==> src/rtl/lcd_bus_arbiter.sv <==
// -----------------------------------------------------------------------------
// lcd_bus_arbiter
//
// Shares an HD44780-style LCD write bus between two requesters and sequences
// every granted write through RS/DB setup, the E pulse, hold, and the post-write
// execution delay. Port 0 is the init/refresh sequencer and port 1 is the
// auxiliary command/message writer.
//
// Configuration macro:
//   LCD_ARB_FIXED_PRIO_EN  defined     : fixed priority, port 0 wins every tie
//                                        (port 1 may starve while req0 is held)
//                          not defined : round-robin between the two ports
//
// Ports:
//   clk              system clock
//   rst              asynchronous reset, active-low
//   req0/req1        level write request, held until the matching gnt
//   rs0/rs1          register select of the request (0=cmd, 1=data)
//   db0/db1          data byte of the request
//   gnt0/gnt1        one-cycle pulse in the first SETUP cycle: rs/db captured
//   done0/done1      one-cycle pulse in the first IDLE cycle after WAIT
//   lcd_rs/lcd_rw/lcd_e/lcd_db   LCD pins (lcd_rw tied low, write-only)
//   busy             high whenever the sequencer is not IDLE
// -----------------------------------------------------------------------------
module lcd_bus_arbiter #(
    parameter int unsigned SETUP_CYC    = 2,
    parameter int unsigned E_HIGH_CYC   = 12,
    parameter int unsigned HOLD_CYC     = 2,
    parameter int unsigned CMD_WAIT_CYC = 2000,
    parameter int unsigned CLR_WAIT_CYC = 80000
) (
    input  logic       clk,
    input  logic       rst,
    input  logic       req0,
    input  logic       rs0,
    input  logic [7:0] db0,
    output logic       gnt0,
    output logic       done0,
    input  logic       req1,
    input  logic       rs1,
    input  logic [7:0] db1,
    output logic       gnt1,
    output logic       done1,
    output logic       lcd_rs,
    output logic       lcd_rw,
    output logic       lcd_e,
    output logic [7:0] lcd_db,
    output logic       busy
);

    function automatic int unsigned max2(input int unsigned a, input int unsigned b);
        return (a > b) ? a : b;
    endfunction

    localparam int unsigned MAX_CYC = max2(max2(max2(SETUP_CYC, E_HIGH_CYC), HOLD_CYC),
                                           max2(CMD_WAIT_CYC, CLR_WAIT_CYC));
    localparam int unsigned CNT_W   = $clog2(MAX_CYC + 1);

    localparam logic [CNT_W-1:0] SETUP_LD = CNT_W'(SETUP_CYC - 1);
    localparam logic [CNT_W-1:0] EHIGH_LD = CNT_W'(E_HIGH_CYC - 1);
    localparam logic [CNT_W-1:0] HOLD_LD  = CNT_W'(HOLD_CYC - 1);
    localparam logic [CNT_W-1:0] CMD_LD   = CNT_W'(CMD_WAIT_CYC - 1);
    localparam logic [CNT_W-1:0] CLR_LD   = CNT_W'(CLR_WAIT_CYC - 1);

    typedef enum logic [2:0] {
        ST_IDLE,
        ST_SETUP,
        ST_EHIGH,
        ST_HOLD,
        ST_WAIT
    } state_t;

    state_t           state_q, state_d;
    logic [CNT_W-1:0] cnt_q,   cnt_d;
    logic             port_q,  port_d;   // port currently being served
    logic             rs_q,    rs_d;
    logic [7:0]       db_q,    db_d;
    logic             e_q,     e_d;
    logic             gnt0_q,  gnt0_d;
    logic             gnt1_q,  gnt1_d;
    logic             done0_q, done0_d;
    logic             done1_q, done1_d;
    logic             pick1;
`ifndef LCD_ARB_FIXED_PRIO_EN
    // 1: port 1 wins the next tie; 0: port 0 wins
    logic             pri_q,   pri_d;
`endif

    // Winner of the arbitration performed in IDLE.
`ifdef LCD_ARB_FIXED_PRIO_EN
    assign pick1 = req1 & ~req0;
`else
    assign pick1 = req1 & (~req0 | pri_q);
`endif

    always_comb begin
        state_d = state_q;
        cnt_d   = cnt_q;
        port_d  = port_q;
        rs_d    = rs_q;
        db_d    = db_q;
        gnt0_d  = 1'b0;
        gnt1_d  = 1'b0;
        done0_d = 1'b0;
        done1_d = 1'b0;
`ifndef LCD_ARB_FIXED_PRIO_EN
        pri_d   = pri_q;
`endif

        unique case (state_q)
            ST_IDLE: begin
                if (req0 || req1) begin
                    state_d = ST_SETUP;
                    cnt_d   = SETUP_LD;
                    port_d  = pick1;
                    if (pick1) begin
                        rs_d   = rs1;
                        db_d   = db1;
                        gnt1_d = 1'b1;
                    end else begin
                        rs_d   = rs0;
                        db_d   = db0;
                        gnt0_d = 1'b1;
                    end
`ifndef LCD_ARB_FIXED_PRIO_EN
                    pri_d = ~pick1;
`endif
                end
            end
            ST_SETUP: begin
                if (cnt_q == '0) begin
                    state_d = ST_EHIGH;
                    cnt_d   = EHIGH_LD;
                end else begin
                    cnt_d = cnt_q - 1'b1;
                end
            end
            ST_EHIGH: begin
                if (cnt_q == '0) begin
                    state_d = ST_HOLD;
                    cnt_d   = HOLD_LD;
                end else begin
                    cnt_d = cnt_q - 1'b1;
                end
            end
            ST_HOLD: begin
                if (cnt_q == '0) begin
                    state_d = ST_WAIT;
                    // Clear display / return home need the long execution delay.
                    cnt_d   = (!rs_q && (db_q <= 8'h03)) ? CLR_LD : CMD_LD;
                end else begin
                    cnt_d = cnt_q - 1'b1;
                end
            end
            ST_WAIT: begin
                if (cnt_q == '0) begin
                    state_d = ST_IDLE;
                    done0_d = ~port_q;
                    done1_d = port_q;
                end else begin
                    cnt_d = cnt_q - 1'b1;
                end
            end
            default: begin
                state_d = ST_IDLE;
                cnt_d   = '0;
            end
        endcase

        // E is registered from the next state so it is high for exactly the
        // E_HIGH cycles with no decode glitch on the pin.
        e_d = (state_d == ST_EHIGH);
    end

    always_ff @(posedge clk or negedge rst) begin
        if (!rst) begin
            state_q <= ST_IDLE;
            cnt_q   <= '0;
            port_q  <= 1'b0;
            rs_q    <= 1'b0;
            db_q    <= '0;
            e_q     <= 1'b0;
            gnt0_q  <= 1'b0;
            gnt1_q  <= 1'b0;
            done0_q <= 1'b0;
            done1_q <= 1'b0;
`ifndef LCD_ARB_FIXED_PRIO_EN
            pri_q   <= 1'b0;
`endif
        end else begin
            state_q <= state_d;
            cnt_q   <= cnt_d;
            port_q  <= port_d;
            rs_q    <= rs_d;
            db_q    <= db_d;
            e_q     <= e_d;
            gnt0_q  <= gnt0_d;
            gnt1_q  <= gnt1_d;
            done0_q <= done0_d;
            done1_q <= done1_d;
`ifndef LCD_ARB_FIXED_PRIO_EN
            pri_q   <= pri_d;
`endif
        end
    end

    assign gnt0   = gnt0_q;
    assign gnt1   = gnt1_q;
    assign done0  = done0_q;
    assign done1  = done1_q;
    assign lcd_rs = rs_q;
    assign lcd_db = db_q;
    assign lcd_e  = e_q;
    assign lcd_rw = 1'b0;
    assign busy   = (state_q != ST_IDLE);

endmodule

==> config.mk <==
export PLATFORM = sky130hd
export DESIGN_NAME = lcd_bus_arbiter
export DESIGN_NICKNAME = d
export VERILOG_FILES = /design/src/rtl/lcd_bus_arbiter.sv
export SDC_FILE = /design/constraint.sdc
export NUM_CORES = 1
export LEC_CHECK = 0
export CAP_MARGIN = 30
export CORE_ASPECT_RATIO = 2
export CORE_MARGIN = 2
export CORE_UTILIZATION = 58
export CTS_BUF_LIST = sky130_fd_sc_hd__clkbuf_4 sky130_fd_sc_hd__clkbuf_8
export CTS_CLUSTER_DIAMETER = 100
export DETAILED_ROUTE_END_ITERATION = 12
export PLACE_DENSITY = 0.9
export SLEW_MARGIN = 10
export SYNTH_ARGS = -nofsm -noshare
export SYNTH_HDL_FRONTEND = slang
export SYNTH_SLANG_ARGS = --single-unit
==> constraint.sdc <==
create_clock -name clk -period 3.2 [get_ports clk]
set_input_delay 0.64 -clock clk [delete_from_list [all_inputs] [get_ports clk]]
set_output_delay 0.64 -clock clk [all_outputs]
set_load 0.005 [all_outputs]
# Word level (Yosys, flattened, before mapping)
# Cells that the tools add are included.
[op_classes]
eq_ne = 7
reduce_logical = 8
mux = 25
bitwise_logic = 5
magnitude_cmp = 1
addsub = 1
[ops]
columns = ["op", "count"]
rows = [
  ["$mux 17", 6],
  ["$pmux 17 s5", 1],
  ["$logic_not 17->1", 1],
  ["$sub 17x1->17 const B", 1],
  ["$mux 3", 5],
  ["$pmux 3 s5", 1],
  ["$mux 1", 11],
  ["$eq 3x2->1 const B", 3],
  ["$le 8x2->1 const B", 1],
  ["$mux 8", 1],
  ["$ne 2x2->1 const B", 2],
  ["$reduce_and 2->1", 2],
  ["$eq 3x1->1 const B", 1],
  ["$eq 3x3->1 const B", 1],
  ["$logic_not 3->1", 1],
  ["$not 1->1", 3],
  ["$reduce_bool 3->1", 1],
  ["$and 1x1->1", 1],
  ["$logic_and 1x1->1", 1],
  ["$logic_not 1->1", 1],
  ["$logic_or 1x1->1", 1],
  ["$or 1x1->1", 1],
]
[word_totals]
register_bits = 36
out_inout_bits = 16
inputBits = 22

# Logic depth before layout (Yosys ltp)
# Gate-level depths: netlist (run 1).
[logic_depth]
word_depth = 6
ltp_mapped = 9
ltp_nobuf = 7

# Least setup slack after synthesis (run 1)
# Ideal clock, no wire load.
[synth_path]
path_type = "flip-flop to flip-flop"
from = "register cnt_q[0]"
to = "register cnt_q[9]"
period_less_slack_ps = 2065
t_arrival_ps = 1941
n_path_buf = 2
setup_slack_ps = 1135
required_ps = 3076
setup_time_ps = 124
stages_incl_launch_ff = 10
path_cell_list = "dfrtp_1 -> inv_1 -> ha_1 -> nor3b_2 -> and2_1 -> clkbuf_1 -> a32o_1 -> buf_2 -> o21bai_1 -> a211o_1"
[synth_between]
elab_chain_cells = 3
elab_cells_between_ends = 9
[synth_rtl]
columns = ["element", "line", "text"]
rows = [
  ["start, declared", "74", "logic [CNT_W-1:0] cnt_q, cnt_d;"],
  ["start signal, assigned", "192", "cnt_q <= cnt_d;"],
  ["$sub 17x1->17 or $logic_not 17->1 (tied branches)", "-", ""],
  ["$mux 17 (tied with other cells)", "156", "if (cnt_q == '0) begin"],
  ["$pmux 17 s5 or $reduce_and 2->1 (tied branches)", "-", ""],
]
# Several ways; a longest one is shown, not always the timed one. The select of a mux whose other input is x is not followed.
# A chain may end at the register's enable or synchronous reset.

# Final worst setup path (run 1)
[layout_path]
from = "register state_q[2]"
to = "output port busy"
[layout_between]
elab_chain_cells = 1
[layout_rtl]
columns = ["element", "line", "text"]
rows = [
  ["start, declared", "73", "state_t state_q, state_d;"],
  ["start signal, assigned", "191", "state_q <= state_d;"],
  ["$reduce_bool 3->1", "215", "assign busy = (state_q != ST_IDLE);"],
  ["end, declared", "48", "output logic busy"],
]
# Every way passes these cells.

==> results_dict.tcl, run 1 <==
set metrics [dict create \
    status "complete, no violations" \
    numCtsBuffers 5 \
    first_global_vias 2093 \
    grt-ovfl-total 0 \
    grt_pass1_wl_um 9740 \
    crit_path_end_kind "primary output" \
    min_period_ps 2620 \
    io_pins 38 \
    start_kind "flop" \
    dieArea_sq_um 4060 \
    p_total_w 0.000902 \
    synth_edf_count 0 \
    setup_viol 0 \
    async_flop_share_pct 100 \
    vias 2090 \
    vias_per_cell 7.08 \
    synth_top_family_by_area "compound AO/OA/AOI/OAI gates" \
    grt_max_degree 37 \
    max_slew_margin_pct 52.3 \
    drt_iter0_drc 117 \
    insertedDiodeCount 0 \
    chipWidth_um 46.1 \
    syn_nets 252 \
    cts_sinks 36 \
    path_clk_slew_ps 70 \
    layout_common_cells "dfrtp_1 (36), clkdlybuf4s50_1 (36), nand2_1 (20)" \
    cp.arrival_ps 1980 \
    core_sq_um 3380 \
    drtPass1Iterations 5 \
    clk_path_buf_depth 2 \
    p_leak_nw 1.07 \
    synth_compound_area_share_pct 25.5 \
    grt_usage_pct 33.0 \
    dieHeight_um 88.1 \
    cts_root_buffer "clkbuf_8" \
    yosys_warnings 0 \
    synthAdderAreaFrac_pct 0.610 \
    path_class "reg -> out" \
    finalCritPeriodShare_pct 81.8 \
    routedWlPerCell_um 20.0 \
    seq_area_frac_synth_pct 43.9 \
    synth_area_sq_um 2050 \
    hold_viol 0 \
    h-tree-depth 2 \
    syn_area_per_cell_sq_um 8.96 \
    fin_tns_setup_ps 0 \
    min_path_type "reg -> reg" \
    syn_to_final_growth_pct 22.6 \
    place.gp.congestion 1.01 \
    drive_above_1_share_pct 6.46 \
    dp_hpwl_um 4350 \
    io_buffers 36 \
    worst_pin_slew_ps 712 \
    initial_core_util_pct 60.7 \
    synth_ff_type "dfrtp_1" \
    cts_setup_buffers 0 \
    clock_skew_ps 10.4 \
    clkLatencyLatePin_ps 300 \
    hold_buffers 0 \
    hold_path_depth 1 \
    yosys.area_share.simple_pct 23.5 \
    postSynthCellCount 229 \
    grt_antenna_before_repair 0 \
    finalMaxSlewViolations 0 \
    drt-total-wl_um 5910 \
    post_synth_xor_area_fraction_pct 0 \
    max_freq_mhz 382 \
    required_ps 2560 \
    ys_ff_latch 36 \
    synth.area.mux_share_pct 0 \
    power_density_nw_per_um2 358 \
    cts_resized 0 \
    critPathMaxFanout 16 \
    cts_tree "built" \
    detail-route-antenna-nets 0 \
    rows 30 \
    r2r_cells 7 \
    drc 0 \
    final_nets 285 \
    ir_worst_vdd_uv 307 \
    drv_cap 0 \
    rsz0062_at_grt "no" \
    fillers 240 \
    post_synth_num_cell_types 52 \
]
[through the flow]
step / area (sq um) / std cells / setup slack, ps / util [%] / hold WS [ps]
floorplan: 2050 / 229 / 1140 / - / 344
global placement: 2420 / 287 / 912 / 71.6 / 455
detailed placement: 2420 / 287 / 845 / 71.6 / 481
CTS: 2520 / 295 / 600 / 74.5 / 491
global route: 2520 / 295 / 492 / 74.5 / 515
finish: 2520 / 295 / 582 / 74.5 / 489
[area by class of cell]
| cell class | count | area (sq um) | share of cell area, % |
|---|---|---|---|
| Inverter | 17 | 63.8 | 2.54 |
| Tap cell | 32 | 40.0 | 1.59 |
| Sequential cell | 36 | 901 | 35.8 |
| Timing Repair Buffer | 40 | 390 | 15.5 |
| Multi-Input combinational cell | 162 | 1020 | 40.7 |
| Clock buffer | 8 | 97.6 | 3.88 |
[final timing paths]
check | from | to | slack [ps]
setup / recovery | state_q[2] | busy | 580
min in group asynchronous | rst | lcd_e | 770
hold reg to reg | port_q | done0 | 490
hold / removal | port_q | done0 | 490
max in group asynchronous | rst | lcd_db[6] | 2100
setup reg to reg | cnt_q[0] | cnt_q[10] | 820
[synthesized netlist by cell type, drive strengths merged, types with 2 or more instances]
| cell type | instances | area share (%) |
|---|---|---|
| dfrtp | 36 | 44 |
| nand2 | 20 | 3.7 |
| inv | 17 | 3.1 |
| nor2 | 16 | 2.9 |
| o21ai | 16 | 3.9 |
| a222oi | 10 | 4.9 |
| nor3 | 10 | 2.4 |
| a21oi | 9 | 2.2 |
| nor4 | 9 | 3.8 |
| clkbuf | 8 | 1.5 |
| nand3 | 8 | 2.0 |
| buf | 6 | 1.6 |
| or4 | 5 | 2.0 |
| a21o | 4 | 1.5 |
| and2 | 4 | 1.2 |
| and3 | 4 | 1.2 |
| a211o | 3 | 1.3 |
| a32o | 3 | 1.5 |
| nand2b | 3 | 0.91 |
| o211ai | 3 | 1.1 |
| o22ai | 3 | 0.91 |
| o31ai | 3 | 1.1 |
| a211oi | 2 | 0.73 |
| a22oi | 2 | 0.73 |
| nor2b | 2 | 0.61 |
| o41ai | 2 | 0.85 |
| or3 | 2 | 0.61 |
[critical path, cell delays in order (launching register included)]
cell             delay [ps]
dfrtp_1                 430
buf_4                   210
nor3_1                  400
inv_1                   150
clkdlybuf4s50_1         500
[power breakdown]
group | leakage [nW] | switching [W] | internal [W] | total (W)
registers | 0.440 | 0.00000826 | 0.000465 | 0.000473
clock network | 0.0523 | 0.000164 | 0.000193 | 0.000356
logic | 0.573 | 0.0000282 | 0.0000447 | 0.0000729
total | 1.07 | 0.000200 | 0.000702 | 0.000902
[routing by layer]
layer | global-route usage (%) | vias to the layer above | part of all wire, %
met2 | 59.7 | 126 | 56
met1 | 33.7 | 1003 | 33
met3 | 5.57 | 29 | 6.7
li1 | - | 932 | -
met5 | 0 | - | 0
met4 | 17.4 | 0 | 4.1
[registers in the layout, indices dropped and copies added (netlist names)]
register,flops
gnt0,1
cnt_q,17
done1,1
lcd_rs,1
gnt1,1
state_q,3
port_q,1
lcd_db,8
lcd_e,1
pri_q,1
done0,1
[cell families (layout without fill, tap and decap cells)]
logic type                 count (synthesis)  in the layout
and+or+nand+nor                           88             88
AOI/OAI and AO/OA                         72             72
DFF                                       36             36
buffers and inverters                     31             65
adders and majority gates                  1              1
other                                      1              1
Power figures use the tool's default switching activity.
==> inputs of run 2 (changes only) <==
--- a/config.mk
+++ b/config.mk
@@ -8,11 +8,11 @@
 export CAP_MARGIN = 30
 export CORE_ASPECT_RATIO = 2
 export CORE_MARGIN = 2
-export CORE_UTILIZATION = 58
+export CORE_UTILIZATION = 49
 export CTS_BUF_LIST = sky130_fd_sc_hd__clkbuf_4 sky130_fd_sc_hd__clkbuf_8
 export CTS_CLUSTER_DIAMETER = 100
 export DETAILED_ROUTE_END_ITERATION = 12
-export PLACE_DENSITY = 0.9
+export PLACE_DENSITY = 0.82
 export SLEW_MARGIN = 10
 export SYNTH_ARGS = -nofsm -noshare
 export SYNTH_HDL_FRONTEND = slang
==> constraint.sdc (replaced) <==
create_clock -name clk -period 2.15 [get_ports clk]
set_input_delay 0.43 -clock clk [delete_from_list [all_inputs] [get_ports clk]]
set_output_delay 0.43 -clock clk [all_outputs]
set_load 0.005 [all_outputs]
==> results_dict.tcl, run 2 (same netlist as run 1, synthesis figures left out) <==
set metrics [dict create \
    fin_util_pct 68.6 \
    grt-ovfl-total 0 \
    grt-busiest-layer "met2" \
    cp.depth 7 \
    grt_antenna_before_repair 0 \
    clock_skew_ps 8.12 \
    crit_path_end_kind "flop" \
    syn_to_final_growth_pct 35.4 \
    max_slew_margin_pct 49.4 \
    drc 0 \
    hold_path_depth 1 \
    largest_register_ffs 17 \
    ir_worst_vdd_uv 552 \
    final_cells 344 \
    fin_area_sq_um 2780 \
    drive_above_1_share_pct 18.5 \
    reg2reg_from "cnt_q[0]" \
    cts_tree "built" \
    ff2ff_setup_slack_ps 90 \
    dp_hpwl_um 4650 \
    cp_top_family "simple AND/OR/NAND/NOR gates" \
    drt-total-wl_um 6020 \
    multi_input_area_sq_um 1050 \
    r2r_cells 7 \
    layout_common_cells "dfrtp_1 (36), clkdlybuf4s50_1 (36), buf_4 (34)" \
    insertedDiodeCount 0 \
    fin_hold_ws_ps 468 \
    place.gp.congestion 0.935 \
    detail-route-antenna-nets 0 \
    regArea_sq_um 901 \
    numCtsBuffers 5 \
    finalCritPeriodShare_pct 96.0 \
    min_from "port_q" \
    dieArea_sq_um 4750 \
    setup_viol 0 \
    first_global_vias 2138 \
    cp.arrival_ps 2230 \
    critPathMaxFanout 5 \
    dieHeight_um 95.5 \
    worst_pin_slew_ps 756 \
    status "complete, no violations" \
    crit_start "cnt_q[0]" \
    grt_max_degree 37 \
    clkLatencyLatePin_ps 280 \
    vias 2150 \
    worstPathCellList "inv_2 -> ha_2 -> nor3b_4 -> nand2_2 -> or3_4 -> a31o_1 -> a211o_1" \
    drtPass1Iterations 5 \
    regToRegEndpoint "cnt_q[10]" \
    grtUsageMet1_pct 25.8 \
    fillers 339 \
    slowest_delay_ps 390 \
    worstPathBufferInverterCount 1 \
    final_nets 315 \
    clk_path_buf_depth 2 \
    top_register "cnt_q" \
    cts_sinks 36 \
    start_kind "flop" \
    routedWlPerCell_um 17.5 \
    cts_root_buffer "clkbuf_8" \
    grt_usage_pct 26.7 \
    io_pins 38 \
    required_ps 2320 \
    drv_cap 0 \
    io_buffers 36 \
    path_class "reg -> reg" \
    p_leak_nw 1.21 \
    drt_iter0_drc 92 \
    min_path_type "reg -> reg" \
    cp_slowest_cell "dfrtp_1" \
    max_freq_mhz 484 \
    finalMaxSlewViolations 0 \
    chipWidth_um 49.8 \
    core_sq_um 4050 \
    hold_viol 0 \
    hold_end "done0" \
    grt.met3_usage_pct 3.76 \
    dp.cells 336 \
    min_period_ps 2060 \
    rows 33 \
    h-tree-depth 2 \
    placed_area_sq_um 2660 \
    path_clk_slew_ps 70 \
    grt_pass1_wl_um 9640 \
    met2_usage_pct 50.2 \
    power_density_nw_per_um2 458 \
    vias_per_cell 6.25 \
    initial_core_util_pct 50.7 \
]
-- run 2: layout make-up --
type,count,share of cell area [%]
sequential,36,32.4
clock buffer,6,2.75
multi-input combinational,162,37.8
tap,52,2.34
clock inverter,1,0.180
timing repair buffer,70,22.2
inverter,17,2.30
-- run 2: how the worst max path moves through the flow --
| stage | end | slack (ps) |
|---|---|---|
| finish | cnt_q[10] | 90 |
| global route | cnt_q[9] | -20 |
| CTS | cnt_q[10] | 10 |
| detailed placement | cnt_q[10] | 8 |
| global placement | cnt_q[12] | 40 |
| floorplan | cnt_q[9] | 90 |
-- run 2: worst reg2reg max path: cells and delay by family, from the launching register on --
kind | cells | cell delay, ps
buffers and inverters | 1 | 80
and+or+nand+nor | 3 | 750
adders and majority gates | 1 | 190
DFF | 1 | 390
AOI/OAI and AO/OA | 2 | 530
-- run 2: timing repair --
action / in CTS / in global routing
gates cloned: 0 / 0
hold buffers: 0 / 0
setup endpoints to repair: 1 / 22
resized for setup: 1 / 8
buffers inserted: 0 / 1
-- run 2: power breakdown --
| group | switching [W] | total, W | internal [W] | leakage (nW) |
|---|---|---|---|---|
| clock | 0.000228 | 0.000461 | 0.000233 | 0.0445 |
| combinational | 0.0000393 | 0.000107 | 0.0000673 | 0.729 |
| sequential | 0.0000118 | 0.000703 | 0.000691 | 0.440 |
-- run 2: stage by stage --
stage	total power [W]	worst slack (ps)	TNS, ps
after floorplan	0.000737	85.2	0
after global placement	0.000823	40.2	0
after detailed placement	0.000824	7.76	0
after CTS	0.00128	14.5	0
after global routing	0.00131	-19.0	-27.6
final	0.00127	85.5	0
-- run 2: routing by layer --
layer | wire [um] | share of wire (%) | vias up
li1 | - | - | 992
met1 | 2010 | 33 | 1025
met2 | 3360 | 56 | 91
met3 | 235 | 3.9 | 42
met4 | 410 | 6.8 | 0
met5 | 0 | 0 | -
==> inputs of run 3 (changes only) <==
--- a/config.mk
+++ b/config.mk
@@ -5,7 +5,6 @@
 export SDC_FILE = /design/constraint.sdc
 export NUM_CORES = 1
 export LEC_CHECK = 0
-export CAP_MARGIN = 30
 export CORE_ASPECT_RATIO = 2
 export CORE_MARGIN = 2
 export CORE_UTILIZATION = 49
@@ -13,6 +12,7 @@
 export CTS_CLUSTER_DIAMETER = 100
 export DETAILED_ROUTE_END_ITERATION = 12
 export PLACE_DENSITY = 0.82
+export RECOVER_POWER = 100
 export SLEW_MARGIN = 10
 export SYNTH_ARGS = -nofsm -noshare
 export SYNTH_HDL_FRONTEND = slang
==> results_dict.tcl, run 3 (same netlist as run 1, synthesis figures left out) <==
set metrics [dict create \
    drt-total-wl_um 6060 \
    core_sq_um 4050 \
    crit_path_end_kind "flop" \
    place.gp.congestion 0.935 \
    critPathMaxFanout 5 \
    top_register "cnt_q" \
    initial_core_util_pct 50.7 \
    grt_antenna_before_repair 0 \
    path_clk_slew_ps 70 \
    rows 33 \
    max_freq_mhz 483 \
    drc 0 \
    drv_cap 0 \
    syn_to_final_growth_pct 35.1 \
    final_nets 315 \
    clk_path_buf_depth 2 \
    slowest_delay_ps 390 \
    grt-ovfl-total 0 \
    worstPathCellList "inv_2 -> ha_2 -> nor3b_4 -> nand2_2 -> or3_4 -> a31o_1 -> a211o_1" \
    dp_hpwl_um 4650 \
    hold_viol 0 \
    drtPass1Iterations 4 \
    grt_pass1_wl_um 9640 \
    status "complete, no violations" \
    io_buffers 36 \
    max_slew_margin_pct 41.2 \
    cts_sinks 36 \
    worst_pin_slew_ps 883 \
    power_density_nw_per_um2 456 \
    setup_viol 0 \
    min_path_type "reg -> reg" \
    cts_root_buffer "clkbuf_8" \
    path_class "reg -> reg" \
    cp.arrival_ps 2240 \
    drt_iter0_drc 81 \
    finalMaxSlewViolations 0 \
    clock_skew_ps 5.71 \
    dieArea_sq_um 4750 \
    cp_slowest_cell "dfrtp_1" \
    p_leak_nw 1.24 \
    finalCritPeriodShare_pct 96.2 \
    vias 2136 \
    layout_commonest_cell "dfrtp_1" \
    detail-route-antenna-nets 0 \
    grt_max_degree 37 \
    vias_per_cell 6.21 \
    dieHeight_um 95.5 \
    fin_ws_ps 81.1 \
    dp_slack_ps 7.76 \
    chipWidth_um 49.8 \
    insertedDiodeCount 0 \
    largest_register_ffs 17 \
    cts_tree "built" \
    drive_above_1_share_pct 18.2 \
    numCtsBuffers 5 \
    ir_worst_vdd_uv 549 \
    min_period_ps 2070 \
    io_pins 38 \
    fillers 342 \
    clkLatencyLatePin_ps 280 \
    fin_hold_ws_ps 472 \
    required_ps 2320 \
    start_kind "flop" \
    layout_common_cells "dfrtp_1 (36), buf_4 (32), clkdlybuf4s50_1 (21)" \
    first_global_vias 2138 \
    h-tree-depth 2 \
    routedWlPerCell_um 17.6 \
    grt_usage_pct 26.7 \
]
## run 3: worst paths after layout
| kind | from | end | slack [ps] | depth (start not counted) |
|---|---|---|---|---|
| min in group asynchronous | rst | port_q | 790 | 2 |
| min reg2reg | port_q | done0 | 470 | 1 |
| max | cnt_q[0] | cnt_q[10] | 80 | 7 |
| min | port_q | done0 | 470 | 1 |
| max reg2reg | cnt_q[0] | cnt_q[10] | 80 | 7 |
| max in group asynchronous | rst | cnt_q[4] | 800 | 2 |
## run 3: layout make-up
type | instances | area [sq um] | share of cell area, %
multi-input combinational | 162 | 1050 | 37.9
clock inverter | 1 | 5.00 | 0.181
inverter | 17 | 63.8 | 2.30
tap | 52 | 65.1 | 2.35
clock buffer | 6 | 76.3 | 2.75
sequential | 36 | 901 | 32.5
timing repair buffer | 70 | 609 | 22.0
## run 3: per-stage QoR
| step | power [W] | TNS (ps) | area, sq um | util, % | instances |
|---|---|---|---|---|---|
| finish | 0.00126 | 0 | 2770 | 68.5 | 344 |
| global route | 0.00130 | -30.7 | 2770 | 68.5 | 344 |
| CTS | 0.00128 | 0 | 2750 | 67.9 | 343 |
| detailed placement | 0.000824 | 0 | 2660 | 65.8 | 336 |
| global placement | 0.000823 | 0 | 2660 | 65.8 | 336 |
| floorplan | 0.000737 | 0 | 2050 | - | 229 |
## run 3: power breakdown
| part | leakage, nW | switching (W) | total, W | internal [W] |
|---|---|---|---|---|
| sequential | 0.440 | 0.0000115 | 0.000703 | 0.000691 |
| clock | 0.0445 | 0.000226 | 0.000459 | 0.000233 |
| combinational | 0.753 | 0.0000397 | 0.000101 | 0.0000616 |
## run 3: critical path: cells and delay by family (launching register included)
family / cells / cell delay [ps]
simple gates: 3 / 760
compound gates: 2 / 530
flops: 1 / 390
fa+ha+maj: 1 / 190
buf+inv: 1 / 80
## run 3: what timing repair did
action | in CTS | in global routing
resized for setup | 1 | 8
hold buffers | 0 | 0
setup endpoints to repair | 1 | 22
gates cloned | 0 | 0
setup buffers | 0 | 1
## run 3: layer usage
metal	global-route usage, %	share of wire, %
met5	0	0
met4	18.8	6.0
met3	3.76	4.4
met1	25.8	34
met2	50.2	55
